**src/rtl/core_mem_initiator_pkg.sv**
```systemverilog
// Shared definitions for the core memory port initiator.
// FSM encoding and request record sizing.
package core_mem_initiator_pkg;

  localparam logic [1:0] S_IDLE  = 2'd0;
  localparam logic [1:0] S_ISSUE = 2'd1;
  localparam logic [1:0] S_RESP  = 2'd2;

  // Request record is {write, addr, wdata}
  function automatic int req_width(input int bw);
    return 1 + 2 * bw;
  endfunction

endpackage

```
**src/rtl/core_mem_initiator_req_fifo.sv**
```systemverilog
// Request queue for the core memory initiator.
// Pointers carry one extra wrap bit to tell full from empty.
module req_fifo #(
  parameter int WIDTH = 65,
  parameter int DEPTH = 4
) (
  input  logic             clk,
  input  logic             reset,
  input  logic             push,
  input  logic [WIDTH-1:0] wdata,
  input  logic             pop,
  output logic [WIDTH-1:0] rdata,
  output logic             full,
  output logic             empty
);

  localparam int AW = $clog2(DEPTH);

  logic [WIDTH-1:0] mem [DEPTH];
  logic [AW:0]      wptr;
  logic [AW:0]      rptr;
  logic             do_push;
  logic             do_pop;

  assign empty = wptr == rptr;
  assign full  = (wptr[AW-1:0] == rptr[AW-1:0])
              && (wptr[AW] != rptr[AW]);
  assign rdata = mem[rptr[AW-1:0]];

  assign do_push = push && !full;
  assign do_pop  = pop && !empty;

  always_ff @(posedge clk) begin
    if (do_push) mem[wptr[AW-1:0]] <= wdata;
  end

  always_ff @(posedge clk or posedge reset) begin
    if (reset) begin
      wptr <= '0;
      rptr <= '0;
    end else begin
      if (do_push) wptr <= wptr + 1'b1;
      if (do_pop)  rptr <= rptr + 1'b1;
    end
  end

endmodule

```
**src/rtl/core_mem_initiator.sv**
```systemverilog
// Core memory port initiator: queues client requests and runs
// one strobe-held bus transaction at a time with error returns.
module core_mem_initiator
  import core_mem_initiator_pkg::*;
#(
  parameter int BUS_WIDTH      = 32,
  parameter int WORD_SIZE_BY   = 4,
  parameter int FIFO_DEPTH     = 4,
  parameter int TIMEOUT_CYCLES = 1024
) (
  input  logic                 clk,
  input  logic                 reset,
  input  logic                 req_valid,
  output logic                 req_ready,
  input  logic                 req_write,
  input  logic [BUS_WIDTH-1:0] req_addr,
  input  logic [BUS_WIDTH-1:0] req_wdata,
  output logic                 rsp_valid,
  output logic [BUS_WIDTH-1:0] rsp_rdata,
  output logic                 rsp_error,
  output logic                 busy,
  output logic                 stray_response,
  output logic                 core_read_memory,
  output logic                 core_write_memory,
  output logic [BUS_WIDTH-1:0] core_address_memory,
  output logic [BUS_WIDTH-1:0] core_write_data_memory,
  input  logic [BUS_WIDTH-1:0] core_read_data_memory,
  input  logic                 core_memory_response
);

  localparam int REQ_W = req_width(BUS_WIDTH);
  localparam int CW    = $clog2(TIMEOUT_CYCLES) + 1;

  logic [1:0]           state;
  logic                 rd_q;
  logic                 wr_q;
  logic [BUS_WIDTH-1:0] addr_q;
  logic [BUS_WIDTH-1:0] wdata_q;
  logic [BUS_WIDTH-1:0] rdata_q;
  logic                 err_q;
  logic                 stray_q;
  logic [CW-1:0]        cnt_q;

  logic [REQ_W-1:0]     head;
  logic                 full;
  logic                 empty;
  logic                 pop;
  logic                 h_write;
  logic [BUS_WIDTH-1:0] h_addr;
  logic [BUS_WIDTH-1:0] h_wdata;
  logic                 misaligned;
  logic                 timed_out;

  assign req_ready = !full;
  assign pop       = (state == S_IDLE) && !empty;

  req_fifo #(
    .WIDTH (REQ_W),
    .DEPTH (FIFO_DEPTH)
  ) u_fifo (
    .clk   (clk),
    .reset (reset),
    .push  (req_valid && !full),
    .wdata ({req_write, req_addr, req_wdata}),
    .pop   (pop),
    .rdata (head),
    .full  (full),
    .empty (empty)
  );

  assign h_write    = head[REQ_W-1];
  assign h_addr     = head[2*BUS_WIDTH-1:BUS_WIDTH];
  assign h_wdata    = head[BUS_WIDTH-1:0];
  assign misaligned =
    (h_addr % BUS_WIDTH'(WORD_SIZE_BY)) != '0;
  assign timed_out  = cnt_q == CW'(TIMEOUT_CYCLES - 1);

  always_ff @(posedge clk or posedge reset) begin
    if (reset) begin
      state   <= S_IDLE;
      rd_q    <= 1'b0;
      wr_q    <= 1'b0;
      addr_q  <= '0;
      wdata_q <= '0;
      rdata_q <= '0;
      err_q   <= 1'b0;
      stray_q <= 1'b0;
      cnt_q   <= '0;
    end else begin
      if (core_memory_response && state != S_ISSUE)
        stray_q <= 1'b1;
      case (state)
        S_IDLE: begin
          if (!empty) begin
            rdata_q <= '0;
            cnt_q   <= '0;
            if (misaligned) begin
              err_q <= 1'b1;
              state <= S_RESP;
            end else begin
              err_q   <= 1'b0;
              rd_q    <= !h_write;
              wr_q    <= h_write;
              addr_q  <= h_addr;
              wdata_q <= h_wdata;
              state   <= S_ISSUE;
            end
          end
        end
        S_ISSUE: begin
          // A response in the timeout cycle still counts as success
          if (core_memory_response) begin
            rd_q  <= 1'b0;
            wr_q  <= 1'b0;
            err_q <= 1'b0;
            if (rd_q) rdata_q <= core_read_data_memory;
            state <= S_RESP;
          end else if (timed_out) begin
            rd_q  <= 1'b0;
            wr_q  <= 1'b0;
            err_q <= 1'b1;
            state <= S_RESP;
          end else begin
            cnt_q <= cnt_q + 1'b1;
          end
        end
        S_RESP:  state <= S_IDLE;
        default: state <= S_IDLE;
      endcase
    end
  end

  assign rsp_valid              = state == S_RESP;
  assign rsp_rdata              = rdata_q;
  assign rsp_error              = (state == S_RESP) && err_q;
  assign busy                   = !empty || (state != S_IDLE);
  assign stray_response         = stray_q;
  assign core_read_memory       = rd_q;
  assign core_write_memory      = wr_q;
  assign core_address_memory    = addr_q;
  assign core_write_data_memory = wdata_q;

endmodule

```
**config.mk**
```make
export PLATFORM = sky130hd
export DESIGN_NAME = core_mem_initiator
export DESIGN_NICKNAME = d
export VERILOG_FILES = /design/src/rtl/core_mem_initiator_pkg.sv /design/src/rtl/core_mem_initiator_req_fifo.sv /design/src/rtl/core_mem_initiator.sv
export SDC_FILE = /design/constraint.sdc
export NUM_CORES = 1
export LEC_CHECK = 0
export ABC_AREA = 1
export BUFFER_PORTS_ARGS = -buffer_cell sky130_fd_sc_hd__buf_2
export CORE_MARGIN = 8
export CORE_UTILIZATION = 35
export DETAILED_ROUTE_END_ITERATION = 6
export PLACE_DENSITY_LB_ADDON = 0.05
export SYNTH_ARGS = -nofsm -noshare
export SYNTH_HDL_FRONTEND = slang
export SYNTH_HIERARCHICAL = 1
export SYNTH_SLANG_ARGS = --single-unit
```
**constraint.sdc**
```tcl
create_clock -name clk -period 4.15 [get_ports clk]
set_clock_uncertainty 0.05 [all_clocks]
set_input_delay 0.2075 -clock clk [delete_from_list [all_inputs] [get_ports clk]]
set_output_delay 0.2075 -clock clk [all_outputs]
set_load 0.005 [all_outputs]
```
==> metrics.csv, run 1 <==
metric,value,unit
outcome,"finished, final reports clean",
CP top delay family,simple AND/OR/NAND/NOR gates,
GR Util met1,21.1,%
fin nets,1636,
Tmin final,2.77,ns
setup violators final,0,
Mapped Nets,1337,
"Warnings, synthesis",6,
CP max stage cell,nor2_4,
Syn Area/Cell,12.4,um^2
"top cells by area, synth","edfxtp_1, dfrtp_1, nand2_1",
Fmax,362,MHz
drt total wl,39200,um
pre-CTS setup slack,1.35,ns
grt ovf,0,
via count,10100,
I/O Buffers,203,
vias per inst,4.69,
max-cap violations,0,
DP HPWL,23300,um
Die ar.,50400,um^2
H-tree levels,2,
RSZ-0062 raised after global routing,no,
met2 Usage GRT,24.9,%
met3 Use GR,3.48,%
"critical path, cell by cell",buf_4 -> nand2_1 -> nand2_1 -> nand3_4 -> inv_2 -> nor2_1 -> nand2_2 -> nor2_4 -> buf_12,
"antenna viol nets, final",0,
overall power,0.0139,W
DR WL/cell,18.3,um
crit path launch type,flip-flop,
Filler Cell Count,4101,
crit-path max FO,48,
Core ar.,43000,um^2
clock-pin slew on the worst setup and hold paths,0.06,ns
CTS Hold Buffers Added,99,
final worst slack,1.38,ns
CTS root buffer,clkbuf_16,
synthesized area,15200,um^2
Iter 0 DRT Violations,504,
CP max stage delay,0.48,ns
Worst EP arrival,2.96,ns
DRC,0,
Worst Setup End Kind,flip-flop,
Max VDD drop,497,uV
final instance area,19200,um^2
Worst-Margin Slew,0.854,ns
critical path's most frequent cell,nand2_1,
CTS tree,done,
Post-Syn Instances,1230,
Power per Cell Area,723,nW/um^2
Area after DPL,16800,um^2
main flop type after synthesis,edfxtp_1,
worst reg-to-reg setup slack,1.38,ns
busiest layer in global routing,met2,
layout cells sized above 1,24.5,%
min-delay worst type,input port to flip-flop,
utilization after layout,44.6,%
cts bufs inserted,42,
routability cong.,0.716,
Clock Latency Late Sink,0.56,ns
Chip Height,224,um
number of global-route vias before repair,10500,
Cell variety after synth,38,
# IOs,204,
largest area contributor in the netlist,edfxtp_1,
share of the synthesized area in the top cell type,51.3,%
"Slew Viols, Final",0,
Rel. slew slack,43.1,%
Leak,7.93,nW
Hold WS,0.0393,ns
Post-synth EDFFs,260,
CP required,4.34,ns
largest net degree at the start of global routing,122,
ys async rst share,31.4,%
synth-to-layout area growth,26.1,%
antenna violations before repair,2,
CTS Buffer Depth,3,
Horiz. Die Dim,224,um
Clock Sinks,379,
Initial Util,35.4,%
part of the cycle the worst path needs,66.6,%
"Buf+Inv Stages, Crit Path",3,
# resized after CTS,0,
total track usage,15.6,%
first-pass GRT wire length,61700,um
Rows,76,
DR pass1 iterations,5,
post-CTS setup buffers,0,
type of the worst setup path,flip-flop to flip-flop,
Yosys reg bits,379,
sequential area share after synthesis,70.9,%
"Hold Vio Cnt, Final",0,
[flip-flops by register name, indices dropped and copies added (netlist names)]
register / count
core_read_memory: 1
core_address_memory: 32
u_fifo/wptr: 3
u_fifo/mem: 260
stray_response: 1
state: 2
cnt_q: 11
err_q: 1
core_write_memory: 1
rsp_rdata: 32
u_fifo/rptr: 3
core_write_data_memory: 32
[Yosys cell counts (3+ instances only)]
library cell and n:
clkbuf_1 31, nand3_1 83, nand2_1 284, nand2_2 4
buf_1 3, inv_1 22, o22ai_2 30, buf_6 8
a21oi_1 3, o21ai_2 6, dfrtp_1 119, o22ai_1 35
buf_12 4, nor2_4 33, o21ai_1 25, inv_2 9
edfxtp_1 260, o21ai_0 108, buf_2 20, ha_1 6
nor2_1 113, buf_4 3
[per-stage QoR]
stage | setup TNS, ns | instances
global placement | 0 | 1971
finish | 0 | 2149
detailed placement | 0 | 1971
floorplan | -65.42 | 1230
CTS | 0 | 2148
global route | 0 | 2149
[logic make-up (layout without fill, tap and decap cells)]
family	Yosys count	count (layout)	share of synthesized area [%]
AND/OR/NAND/NOR	530	530	16.0
flip-flops	379	379	70.9
AO/OA/AOI/OAI	212	212	8.97
buffers and inverters	101	434	3.57
adder cells (fa/ha/maj)	6	6	0.493
XOR/XNOR	2	2	0.115
other	0	1	0
[layer usage]
| metal | share of wire (%) | vias up |
|---|---|---|
| li1 | - | 4905 |
| met1 | 47 | 4911 |
| met2 | 46 | 212 |
| met3 | 5.0 | 55 |
| met4 | 2.0 | 2 |
| met5 | 0.020 | - |
[final cells by class]
type | count | area (um^2) | share of cell area (%)
Tap cell | 585 | 732 | 3.82
Sequential cell | 379 | 10800 | 56.3
Clock buffer | 62 | 1240 | 6.47
Multi-Input combinational cell | 750 | 3910 | 20.4
Clock inverter | 16 | 124 | 0.646
Timing Repair Buffer | 324 | 2250 | 11.7
Inverter | 32 | 129 | 0.672
Antenna cell | 1 | 2.50 | 0.0130
[report_power, final]
part	leakage [nW]	switching [W]	total (W)	internal, W
combinational	3.34	0.00309	0.00462	0.00153
clock	0.668	0.00148	0.00367	0.00219
sequential	3.92	0.000437	0.00558	0.00514
total	7.93	0.00501	0.0139	0.00886
[cells in the final DEF, fill, tap and decap left out, types with 2 or more instances in the layout]
cell,n
nand2_1,284
clkinv_2,7
o21ai_1,25
clkbuf_1,12
buf_12,6
clkinv_1,7
buf_4,16
edfxtp_1,260
nand3_2,2
o22ai_2,30
nand4_1,2
nand2_4,3
inv_1,20
nor2_2,2
o22ai_1,35
clkbuf_8,5
nor2_4,36
o21ai_2,6
o21ai_0,108
nand3_1,83
nand2_2,3
bufinv_16,2
clkbuf_16,45
ha_1,6
buf_2,203
nor2_1,110
a21oi_1,3
inv_2,9
dfrtp_1,117
dlygate4sd3_1,99
a21o_1,2
[worst paths after layout]
check	start	cells past startpoint	endpoint
max in group asynchronous	reset	4	cnt_q[0]
hold / removal	req_valid	5	u_fifo/wptr[1]
setup / recovery	u_fifo/rptr[1]	9	u_fifo/mem[1][36]
setup reg to reg	u_fifo/rptr[1]	9	u_fifo/mem[1][36]
hold reg to reg	stray_response	1	stray_response
min in group asynchronous	reset	3	u_fifo/wptr[1]
[worst register-to-register path: stages, from the launching register on]
cell and delay [ns]:
dfrtp_2 0.41, buf_4 0.32, nand2_1 0.14, nand2_1 0.12
nand3_4 0.12, inv_2 0.04, nor2_1 0.26, nand2_2 0.20
nor2_4 0.48, buf_12 0.29
No activity file was read; power rests on OpenSTA's default activity.
==> run 2: changes to the inputs <==
==> constraint.sdc (replaced) <==
create_clock -name clk -period 2.85 [get_ports clk]
set_clock_uncertainty 0.05 [all_clocks]
set_input_delay 0.1425 -clock clk [delete_from_list [all_inputs] [get_ports clk]]
set_output_delay 0.1425 -clock clk [all_outputs]
set_load 0.005 [all_outputs]
==> metrics.csv, run 2 (synthesized netlist as in run 1, its figures left out) <==
metric,value,unit,change
Worst EP arrival,2.44,ns,-0.52 ns
Worst Setup End Kind,flip-flop,,
type of the worst setup path,flip-flop to flip-flop,,
Horiz. Die Dim,224,um,unchanged
pre-CTS setup slack,0.535,ns,-0.815 ns
setup TNS,0,ns,unchanged
I/O Buffers,203,,unchanged
CTS root buffer,clkbuf_16,,
Core ar.,43000,um^2,unchanged
clock-pin slew on the worst setup and hold paths,0.06,ns,about the same
total track usage,15.3,%,-0.32 points
Leak,7.96,nW,+0.39%
first-pass GRT wire length,60600,um,-1.7%
number of global-route vias before repair,10200,,-2.6%
"commonest cells after routing, fill and taps aside","nand2_1, edfxtp_1, buf_2, dfrtp_1, nor2_1",,
outcome,"finished, final reports clean",,
vias per inst,4.65,,-0.89%
routability cong.,0.709,,-0.92%
Tmin final,2.30,ns,-0.462 ns
"commonest non-fill, non-tap cell in the layout",nand2_1,,
Rel. slew slack,45.4,%,+2.3 points
drt total wl,38900,um,-0.83%
largest net degree at the start of global routing,114,,-6.6%
Power per Cell Area,1060,nW/um^2,+46%
"Hold Vio Cnt, Final",0,,unchanged
max reg flops,260,,unchanged
crit path launch type,flip-flop,,
CP required,2.99,ns,-1.35 ns
# IOs,204,,unchanged
final instance area,19300,um^2,+0.45%
max-cap violations,0,,unchanged
Iter 0 DRT Violations,562,,+12%
Rows,76,,unchanged
synth-to-layout area growth,26.6,%,
DP HPWL,22300,um,-4.4%
Max VDD drop,766,uV,+54%
Area after DPL,16900,um^2,+0.26%
Clock Sinks,379,,unchanged
Worst-Margin Slew,0.820,ns,-0.0345 ns
"Slew Viols, Final",0,,unchanged
DRC,0,,unchanged
Clock Latency Late Sink,0.56,ns,about the same
DR WL/cell,18.1,um,-1.1%
DR pass1 iterations,4,,-1
part of the cycle the worst path needs,80.8,%,+14 points
post-CTS setup buffers,0,,unchanged
cts bufs inserted,44,,+4.8%
crit-path max FO,29,,-40%
"antenna viol nets, final",0,,unchanged
final worst slack,0.547,ns,-0.838 ns
via count,10000,,-0.61%
fin nets,1641,,+0.31%
grt ovf,0,,unchanged
layout cells sized above 1,24.6,%,+0.15 points
antenna violations before repair,1,,-1
Initial Util,35.4,%,unchanged
CTS Hold Buffers Added,100,,+1.0%
Filler Cell Count,4075,,-0.63%
Die ar.,50400,um^2,unchanged
# resized after CTS,0,,unchanged
ant diodes,0,,-1
Fmax,434,MHz,+20%
Chip Height,224,um,unchanged
H-tree levels,2,,unchanged
RSZ-0062 raised after global routing,no,,
CTS Buffer Depth,3,,unchanged
CTS tree,done,,
min-delay worst type,input port to asynchronous set/reset pin,,
setup violators final,0,,unchanged
==> run 2: cell count changes in the layout (fill, tap and decap cells not counted) <==
cell           change
buf_12             +2
inv_4              -1
clkinv_4           +1
clkinv_1           -4
diode_2            -1
clkbuf_8           +1
inv_6              +2
clkbuf_1           +6
dlygate4sd3_1      +1
clkinv_2           -2
clkinvlp_4         +1
==> run 2: worst paths after layout <==
| kind | startpoint | cells past startpoint | slack [ns] | endpoint |
|---|---|---|---|---|
| setup / recovery | u_fifo/wptr[0] | 9 | 0.55 | u_fifo/mem[2][1] |
| hold / removal | reset | 3 | 0.09 | u_fifo/rptr[2] |
| setup reg to reg | u_fifo/wptr[0] | 9 | 0.55 | u_fifo/mem[2][1] |
| hold reg to reg | stray_response | 1 | 0.40 | stray_response |
| max in group asynchronous | reset | 4 | 1.84 | core_write_data_memory[20] |
| min in group clk | req_wdata[25] | 2 | 0.28 | u_fifo/mem[0][25] |
==> run 2: layout make-up <==
| class | count | area, um^2 | share of cell area [%] |
|---|---|---|---|
| Clock inverter | 13 | 123 | 0.637 |
| Timing Repair Buffer | 327 | 2300 | 11.9 |
| Inverter | 32 | 133 | 0.688 |
| Multi-Input combinational cell | 750 | 3910 | 20.3 |
| Clock buffer | 69 | 1280 | 6.63 |
| Tap cell | 585 | 732 | 3.80 |
| Sequential cell | 379 | 10800 | 56.0 |
==> run 2: report_power, final <==
group          internal [W]  leakage [nW]  switching, W
logic               0.00229          3.35       0.00462
registers           0.00749          3.92      0.000553
clock network       0.00326         0.685       0.00218
==> run 2: stage by stage <==
step / cells / hold WS [ns] / power, W / util [%]
after floorplan: 1230 / -0.117 / 0.0127 / -
after global placement: 1973 / 0.0881 / 0.0151 / 39.2
after detailed placement: 1973 / 0.0847 / 0.0151 / 39.2
after CTS: 2155 / 0.0603 / 0.0208 / 44.8
after global routing: 2155 / 0.0938 / 0.0218 / 44.8
final: 2155 / 0.0923 / 0.0204 / 44.8
==> run 2: worst max-delay path, cell delays in order, from the launching register on <==
cell and delay (ns):
dfrtp_1 0.42, inv_1 0.11, nand2_1 0.09, nand2_2 0.08, nand3_4 0.11, inv_2 0.04
nor2_1 0.23, nand2_2 0.19, nor2_4 0.15, buf_4 0.45
==> run 2: metal layers <==
layer  wire length [um]  vias to the layer above  GRT usage, %
met3               1690                       48          3.07
met2              17600                      216          23.9
met5                 10                        -             0
li1                   -                     4905             -
met4                735                        2          4.64
met1              18900                     4852          21.3
==> run 3: changes to the inputs <==
==> constraint.sdc (replaced) <==
create_clock -name clk -period 2.4 [get_ports clk]
set_clock_uncertainty 0.05 [all_clocks]
set_input_delay 0.12 -clock clk [delete_from_list [all_inputs] [get_ports clk]]
set_output_delay 0.12 -clock clk [all_outputs]
set_load 0.005 [all_outputs]
==> metrics.csv, run 3 (synthesized netlist as in run 1, its figures left out) <==
metric,value,unit,change
outcome,"finished, final reports clean",,
RR Startpoint,u_fifo/rptr[0],,
met2 Usage GRT,26.0,%,+2.2 points
type of the worst setup path,flip-flop to output port,,
setup TNS,0,ns,unchanged
Iter 0 DRT Violations,606,,+7.8%
first-pass GRT wire length,62400,um,+2.9%
Core ar.,43000,um^2,unchanged
CTS Hold Buffers Added,100,,unchanged
via count,10100,,+0.73%
CP required,2.23,ns,-0.76 ns
DR WL/cell,18.4,um,+1.6%
layout cells sized above 1,25.1,%,+0.49 points
Tmin final,2.18,ns,
Filler Cell Count,4047,,-0.69%
RSZ-0062 raised after global routing,no,,
final worst slack,0.224,ns,-0.323 ns
Max VDD drop,597,uV,-22%
CTS Buffer Depth,3,,unchanged
DRC,0,,unchanged
Layout Cells excl Fill,2160,,+0.23%
CP top delay family,flip-flops,,
"Buf+Inv Stages, Crit Path",3,,unchanged
number of global-route vias before repair,10700,,+4.5%
grt ovf,0,,unchanged
largest net degree at the start of global routing,81,,-29%
H-tree levels,2,,unchanged
Clock Latency Late Sink,0.56,ns,about the same
fin nets,1648,,+0.43%
cts bufs inserted,43,,-2.3%
# resized after CTS,0,,unchanged
crit-path max FO,21,,-28%
Chip Height,224,um,unchanged
GR Util met1,20.7,%,-0.60 points
CP max stage delay,0.58,ns,+0.13 ns
"Slew Viols, Final",0,,unchanged
DP HPWL,23800,um,+6.8%
"commonest non-fill, non-tap cell in the layout",nand2_1,,
critical path's most frequent cell,nand2_2,,
met3 Use GR,2.98,%,-0.091 points
"antenna viol nets, final",0,,unchanged
routability cong.,0.727,,+2.6%
setup violators final,0,,unchanged
CTS root buffer,clkbuf_16,,
antenna violations before repair,0,,-1
busiest layer in global routing,met2,,
DR pass1 iterations,4,,unchanged
"critical path, cell by cell",inv_6 -> nand2_2 -> nand2_2 -> nand3_2 -> inv_2 -> nand2_1 -> buf_2,,
Worst EP arrival,2.01,ns,-0.43 ns
crit path launch type,flip-flop,,
post-CTS setup buffers,0,,unchanged
CP max stage cell,dfrtp_4,,
Worst Reg-to-Reg Cells,11,,+2
final instance area,19300,um^2,about the same
Rel. slew slack,52.7,%,+7.4 points
CTS tree,done,,
Fmax,460,MHz,
Horiz. Die Dim,224,um,unchanged
min-delay worst type,input port to asynchronous set/reset pin,,
ant diodes,0,,unchanged
max reg flops,260,,unchanged
Initial Util,35.4,%,unchanged
worst reg-to-reg setup slack,0.24,ns,-0.31 ns
total track usage,15.7,%,+0.41 points
clock-pin slew on the worst setup and hold paths,0.06,ns,about the same
Area after DPL,16900,um^2,+0.50%
pre-CTS setup slack,0.213,ns,-0.322 ns
vias per inst,4.67,,+0.50%
part of the cycle the worst path needs,90.7,%,
Worst Setup End Kind,output port,,
Clock Sinks,379,,unchanged
Worst-Margin Slew,0.709,ns,-0.110 ns
Rows,76,,unchanged
synth-to-layout area growth,26.7,%,about the same
"commonest cells after routing, fill and taps aside","nand2_1, edfxtp_1, buf_2, dfrtp_1, nor2_1",,
post-placement cell count,1981,,+0.41%
"Hold Vio Cnt, Final",0,,unchanged
drt total wl,39600,um,+1.9%
Power per Cell Area,1250,nW/um^2,+18%
I/O Buffers,203,,unchanged
Leak,7.95,nW,about the same
max-cap violations,0,,unchanged
Die ar.,50400,um^2,unchanged
worst r2r dst,u_fifo/mem[3][4],,
Hold WS,0.0919,ns,-0.000413 ns
# IOs,204,,unchanged
==> run 3: changes by cell type in the layout (fill, tap and decap cells not counted), sizes merged <==
cell | previous run | this run
clkinvlp | 2 | 4
clkinv | 9 | 15
clkbuf | 69 | 56
buf | 227 | 235
inv | 32 | 34
==> run 3: worst max-delay path by stage <==
stage,from,to,slack (ns),cells past startpoint
global route,u_fifo/rptr[0],u_fifo/mem[3][4],0.06,11
CTS,u_fifo/rptr[0],busy,0.16,7
global placement,u_fifo/rptr[0],u_fifo/mem[3][9],0.22,11
finish,u_fifo/rptr[0],busy,0.22,7
detailed placement,u_fifo/rptr[0],u_fifo/mem[0][7],0.21,9
floorplan,u_fifo/rptr[0],u_fifo/mem[0][0],-0.20,9
==> run 3: tightest hold or removal path, cell delays in order <==
cell and delay (ns):
dlygate4sd3_1 0.58, buf_2 0.16, inv_1 0.21
==> run 3: layout make-up <==
type	instances	area (um^2)	area share, %
multi-input cells	750	3930	20.4
flip-flops and latches	379	10800	56.0
repair buffers	335	2370	12.3
clock inverters	23	178	0.922
clock buffers	56	1140	5.94
well taps	585	732	3.80
inverters	32	133	0.688
==> run 3: through the flow <==
step | total power, W | util, %
after floorplan | 0.0151 | -
after global placement | 0.0181 | 39.4
after detailed placement | 0.0181 | 39.4
after CTS | 0.0245 | 44.8
after global routing | 0.0257 | 44.8
final | 0.0240 | 44.8
==> run 3: power breakdown <==
part           internal (W)  switching [W]  total (W)
sequential          0.00889       0.000730    0.00962
clock               0.00359        0.00258    0.00618
combinational       0.00279        0.00546    0.00825
==> run 3: layer usage <==
layer	up-vias	share of wire (%)
met5	-	0
met4	0	1.9
met3	55	4.5
met2	210	47
met1	4909	46
li1	4922	-
